<file path="src/rtl/hello_pkg.sv">
// Shared character codes, segment patterns and reset message for hello_scroller.
// Segment constants are active low, bit0 = a .. bit6 = g.
package hello_pkg;

    localparam logic [2:0] CH_H     = 3'b000;
    localparam logic [2:0] CH_E     = 3'b001;
    localparam logic [2:0] CH_L     = 3'b010;
    localparam logic [2:0] CH_O     = 3'b011;
    localparam logic [2:0] CH_BLANK = 3'b100;

    localparam logic [6:0] SEG_H     = 7'b0001001;
    localparam logic [6:0] SEG_E     = 7'b0000110;
    localparam logic [6:0] SEG_L     = 7'b1000111;
    localparam logic [6:0] SEG_O     = 7'b1000000;
    localparam logic [6:0] SEG_BLANK = 7'b1111111;

    // Power-up message "HELLO" followed by blanks.
    function automatic logic [2:0] reset_char(input int i);
        logic [2:0] c;
        c = CH_BLANK;
        case (i)
            0:       c = CH_H;
            1:       c = CH_E;
            2, 3:    c = CH_L;
            4:       c = CH_O;
            default: c = CH_BLANK;
        endcase
        return c;
    endfunction

endpackage

</file>
<file path="src/rtl/hello_char_seg.sv">
// Combinational decoder from 3-bit character code to 7-bit active-low segments.
// Ports: i_code (char code, 1xx = blank), o_seg (g..a, active low).
module hello_char_seg
    import hello_pkg::*;
(
    input  logic [2:0] i_code,
    output logic [6:0] o_seg
);

    always_comb begin
        o_seg = SEG_BLANK;
        unique case (i_code)
            CH_H:    o_seg = SEG_H;
            CH_E:    o_seg = SEG_E;
            CH_L:    o_seg = SEG_L;
            CH_O:    o_seg = SEG_O;
            default: o_seg = SEG_BLANK;
        endcase
    end

endmodule

</file>
<file path="src/rtl/hello_scroller.sv">
// Scrolling message display: writable character buffer shown as a rotating
// window on NUM_DIGITS seven-segment digits.
// Ports: CLOCK_50, reset (sync, active high), load_en/load_addr/load_char
// (buffer write), run (scroll enable), dir (0 left, 1 right),
// hex (registered segments, digit d at hex[7d+6:7d]), pos (offset), step.
module hello_scroller
    import hello_pkg::*;
#(
    parameter int NUM_DIGITS = 8,
    parameter int MSG_LEN    = 8,
    parameter int TICK_DIV   = 25000000,
    parameter int AW         = 4
) (
    input  logic                    CLOCK_50,
    input  logic                    reset,
    input  logic                    load_en,
    input  logic [AW-1:0]           load_addr,
    input  logic [2:0]              load_char,
    input  logic                    run,
    input  logic                    dir,
    output logic [7*NUM_DIGITS-1:0] hex,
    output logic [AW-1:0]           pos,
    output logic                    step
);

    localparam int              PW       = $clog2(TICK_DIV);
    localparam int              NBUF     = 2 ** AW;
    localparam logic [PW-1:0]   PRE_LAST = PW'(TICK_DIV - 1);
    localparam logic [AW-1:0]   OFF_LAST = AW'(MSG_LEN - 1);

    logic [2:0]              r_buf [NBUF];
    logic [PW-1:0]           r_presc;
    logic [AW-1:0]           r_offset;
    logic                    r_step;
    logic [7*NUM_DIGITS-1:0] r_hex;

    logic                    w_tick;
    logic                    w_load_ok;
    logic [AW-1:0]           w_off_nxt;
    logic [7*NUM_DIGITS-1:0] w_hex;

    assign w_tick    = run && (r_presc == PRE_LAST);
    assign w_load_ok = load_en && (int'(load_addr) < MSG_LEN);

    // Offset moves only on a step; dir is looked at only then.
    always_comb begin
        w_off_nxt = r_offset;
        if (w_tick) begin
            if (dir) begin
                w_off_nxt = (r_offset == '0) ? OFF_LAST
                                             : r_offset - AW'(1);
            end else begin
                w_off_nxt = (r_offset == OFF_LAST) ? '0
                                                   : r_offset + AW'(1);
            end
        end
    end

    always_ff @(posedge CLOCK_50) begin
        if (reset) begin
            r_presc  <= '0;
            r_offset <= '0;
            r_step   <= 1'b0;
        end else begin
            r_step   <= w_tick;
            r_offset <= w_off_nxt;
            // Paused prescaler keeps its count so resume is seamless.
            if (run) begin
                r_presc <= w_tick ? '0 : r_presc + PW'(1);
            end
        end
    end

    always_ff @(posedge CLOCK_50) begin
        if (reset) begin
            for (int i = 0; i < NBUF; i++) begin
                r_buf[i] <= reset_char(i);
            end
        end else if (w_load_ok) begin
            r_buf[load_addr] <= load_char;
        end
    end

    // Digit 0 is rightmost; the leftmost digit shows buffer[offset].
    for (genvar d = 0; d < NUM_DIGITS; d++) begin : g_digit
        localparam int K = NUM_DIGITS - 1 - d;
        logic [AW-1:0] w_idx;
        assign w_idx = AW'((int'(r_offset) + K) % MSG_LEN);
        hello_char_seg u_seg (
            .i_code (r_buf[w_idx]),
            .o_seg  (w_hex[7*d +: 7])
        );
    end

    always_ff @(posedge CLOCK_50) begin
        if (reset) begin
            r_hex <= '1;
        end else begin
            r_hex <= w_hex;
        end
    end

    assign hex  = r_hex;
    assign pos  = r_offset;
    assign step = r_step;

endmodule

</file>
<file path="config.mk">
export PLATFORM = sky130hd
export DESIGN_NAME = hello_scroller
export DESIGN_NICKNAME = d
export VERILOG_FILES = /design/src/rtl/hello_pkg.sv /design/src/rtl/hello_char_seg.sv /design/src/rtl/hello_scroller.sv
export SDC_FILE = /design/constraint.sdc
export NUM_CORES = 1
export LEC_CHECK = 0
export ABC_AREA = 1
export CAP_MARGIN = 0
export CORE_AREA = 3 3 136 138
export DETAILED_ROUTE_END_ITERATION = 8
export DIE_AREA = 0 0 139 141
export HOLD_SLACK_MARGIN = 0.02
export PLACE_DENSITY_LB_ADDON = 0.1
export SYNTH_ARGS = -nofsm -noshare
export SYNTH_HDL_FRONTEND = slang
export SYNTH_SLANG_ARGS = --single-unit
</file>
<file path="constraint.sdc">
create_clock -name CLOCK_50 -period 3.4 [get_ports CLOCK_50]
set_clock_uncertainty 0.15 [all_clocks]
set_input_delay 0.68 -clock CLOCK_50 [delete_from_list [all_inputs] [get_ports CLOCK_50]]
set_output_delay 0.68 -clock CLOCK_50 [all_outputs]
set_load 0.01 [all_outputs]
</file>
==> metrics list <==
* Post-route insts no fill: 1,030
- Cell variety after synth: 35
- Input/output buffers: 72
- Transition at the pin with the smallest max-transition slack: 0.6758 ns
- In this run, synthesis inferred 24 flip-flops with an integrated enable.
- Maximum buffer depth of the clock tree: 2
* Wire length of the first global-routing pass: 21,680 um
- Cell Chain, Critical Path: clkdlybuf4s50_1
- The slowest stage of the critical path belongs to the cell dfxtp_1.
- Synthesized netlist net count: 763
- Setup TNS Final: 0 ns
- Of all flip-flops after synthesis, the portion carrying an async set or reset was 0%.
- Root Buffer: clkbuf_16
- Count of final max-slew check failures: 0
- Total grt overflow: 0
* Top cell family by delay on the critical path: flip-flops
- Total number of vias: 4,647
- Worst r2r path cells: 10
- CP max FO: 10
- By startpoint and endpoint, the worst setup path is classified as register to primary output.
- The area growth from synthesis to layout is 20.84%.
- Upper clock frequency limit: 381.5 MHz
- Number of buffers and inverters on the critical path: 1
- In this design, the stage delay of the slowest critical-path cell is 0.76 ns.
- Detail Route Antenna Nets: 0
- After detailed placement, the design holds a cell count of 1,014.
* Post_cts resized: 0
- End-of-flow core utilization: 36.20%
- Across every metal layer, demand over resource in global routing totals 13.82%.
- 73 I/O pins were placed.
- Critical Path RT: 2.57 ns
* Height of the die: 141 um
- Area after DPL: 5988 um^2
- The setup check on the worst reg-to-reg path leaves a slack of 1.07 ns.
* Number of antenna diodes: 0
- The tightest min-delay check is of the register to register type.
- Number of warnings reported in the yosys synthesis log: 0
* Share of post-route cells with drive strength above 1: 6.584%
- Vias per cell: 4.512
- After detailed routing, the average wire length per cell comes to 12.88 um.
* Final period demand of the worst path: 2.621 ns
- Final hold vios: 0
* Final worst setup slack: 0.7787 ns
* Number of search-and-repair iterations in the first detailed-routing pass: 4
- Clock H-tree levels: 3
- For this design the static power due to leakage is 2.642 nW.
- At the end of the flow, the number of nets in the layout was 818.
- Summing every instance area after synthesis gives 5181 um^2.
* Max_cap viols: 0
* Routability Congestion: 0.9218
- Post-CTS timing repair inserted 0 buffers for setup.
* Unrepaired setup endpoints after global routing: no
* Type of destination of the critical path: primary output
* Number of remaining DRC errors: 0
- The die covers 19,600 um^2.
- Summed over all nets, the half-perimeter wirelength after detailed placement is 10,320 um.
- Via count of the first global-routing pass: 4,269
* Final setup violation count: 0
- The flow ran to the end, and the final reports show no timing, DRC or antenna violations.
* Total length of routed wires: 13,270 um
* Number of antenna violations at the first check in global routing: 0
- Total power density per cell area: 390.3 nW/um^2
- Primary flip-flop cell chosen by synthesis mapping: dfxtp_1
- Origin of the critical flop-to-flop path: pos[1]
* Fin area: 6261 um^2
- The worst register-to-register path ends at hex[2].
- Clock-pin slew was measured on the worst setup and hold paths at 0.07 ns.
- CTS saw 97 sinks.
- Placeable core area: 17,300 um^2
- Largest net degree at the start of global routing: 33
* CTS tree: done
- From left edge to right edge, the die measures 139 um.
- Std-Cell Rows: 48
- Of the available clock period, the critical path in the final layout requires 77.10%.
* Terminating pin of the worst hold path: r_presc[1]
- Sequential cells were found to cover 42.12% of the synthesized design area.
* Synth Instances: 745
- The worst-case IR drop observed on VDD is 249.7 uV.
- Category of the worst setup path launch point: register
- The detailed router finished its first iteration with 231 violations.
- The worst hold path passes through 2 cells.
* Hold Crit Start: r_presc[1]
- In this run the tightest slew margin relative to its limit is 54.89%.
- Synth Register Bits: 97
- Effective utilization at floorplan: 29.96%
- Data on the critical path arrives at its endpoint at 1.79 ns.
* Insertion delay to the later sink of the worst-skew pair: 0.35 ns
- Average footprint of a synthesized cell: 6.955 um^2
- At the placement stage, the worst setup path has a slack of 0.8793 ns.
* Number of hold buffers added after cts: 0
- Buffers inserted during clock tree synthesis total 9.
==> report_power, final <==
part,internal [mW],total (mW),switching (mW)
logic,0.107,0.241,0.134
registers,1.22,1.26,0.0320
clock network,0.508,0.947,0.438
==> cell usage after synthesis, types with 6 or more instances <==
cell | count | area [um^2]
buf_2 | 9 | 45.04
edfxtp_1 | 24 | 720.7
ha_1 | 6 | 75.07
dfxtp_1 | 73 | 1461
o21ai_1 | 7 | 35.03
nor2_1 | 88 | 330.3
buf_4 | 17 | 127.6
nor2_4 | 8 | 90.09
nand2_1 | 283 | 1062
nand4_1 | 12 | 75.07
nor2_2 | 7 | 43.79
inv_1 | 63 | 236.5
nand3_1 | 74 | 370.4
o21ai_0 | 18 | 90.09
a21oi_1 | 13 | 65.06
==> metal layers <==
layer	vias to the layer above	GRT usage, %	part of all wire, %
li1	2458	-	-
met1	2062	18.69	48
met2	108	21.71	44
met3	19	2.239	4.9
met4	0	6.385	2.9
met5	-	0	0
==> through the flow <==
| stage | hold WS [ns] | total power [mW] |
|---|---|---|
| final | 0.3622 | 2.444 |
| after floorplan | 0.3152 | 1.411 |
| after global routing | 0.3940 | 2.559 |
| after CTS | 0.3660 | 2.484 |
| after global placement | 0.3277 | 1.523 |
| after detailed placement | 0.3540 | 1.526 |
==> cell type report <==
cell class,instances,area [um^2]
Fill cell,1834,11040
Tap cell,225,281.5
Inverter,67,251.5
Sequential cell,97,2182
Timing Repair Buffer,78,765.7
Multi-Input combinational cell,547,2507
Clock inverter,6,33.78
Clock buffer,10,239.0
==> logic make-up after synthesis <==
logic type	share of synthesized area [%]
xor gates and xnor gates	1.401
DFF	42.12
buffers and inverters	9.490
and+or+nand+nor	40.57
adders and majority gates	1.449
AOI/OAI and AO/OA	4.975
==> state kept, by name, indices dropped and copies added, names as in the netlist, named ones only <==
register and flops:
step 1, r_buf 24, r_presc 25, pos 4
hex 40
==> cell usage in the layout (no fill, tap or decap), types with 8 or more instances in the layout <==
cell type / n
a21oi_1: 13
clkbuf_16: 9
clkdlybuf4s50_1: 72
dfxtp_1: 73
edfxtp_1: 24
inv_1: 63
nand2_1: 283
nand3_1: 74
nand4_1: 12
nor2_1: 88
nor2_4: 8
o21ai_0: 18
==> worst max-delay path by stage <==
stage	slack, ns	depth (start not counted)	endpoint	from
after floorplan	1.32	10	hex[14]	pos[0]
after CTS	0.75	1	pos[2]	pos[2]
after global placement	0.91	8	r_buf[1][1]	reset
after global routing	0.71	1	pos[2]	pos[2]
final	0.78	1	pos[2]	pos[2]
after detailed placement	0.88	8	r_buf[0][1]	reset
No activity file was read; power rests on OpenSTA's default activity.
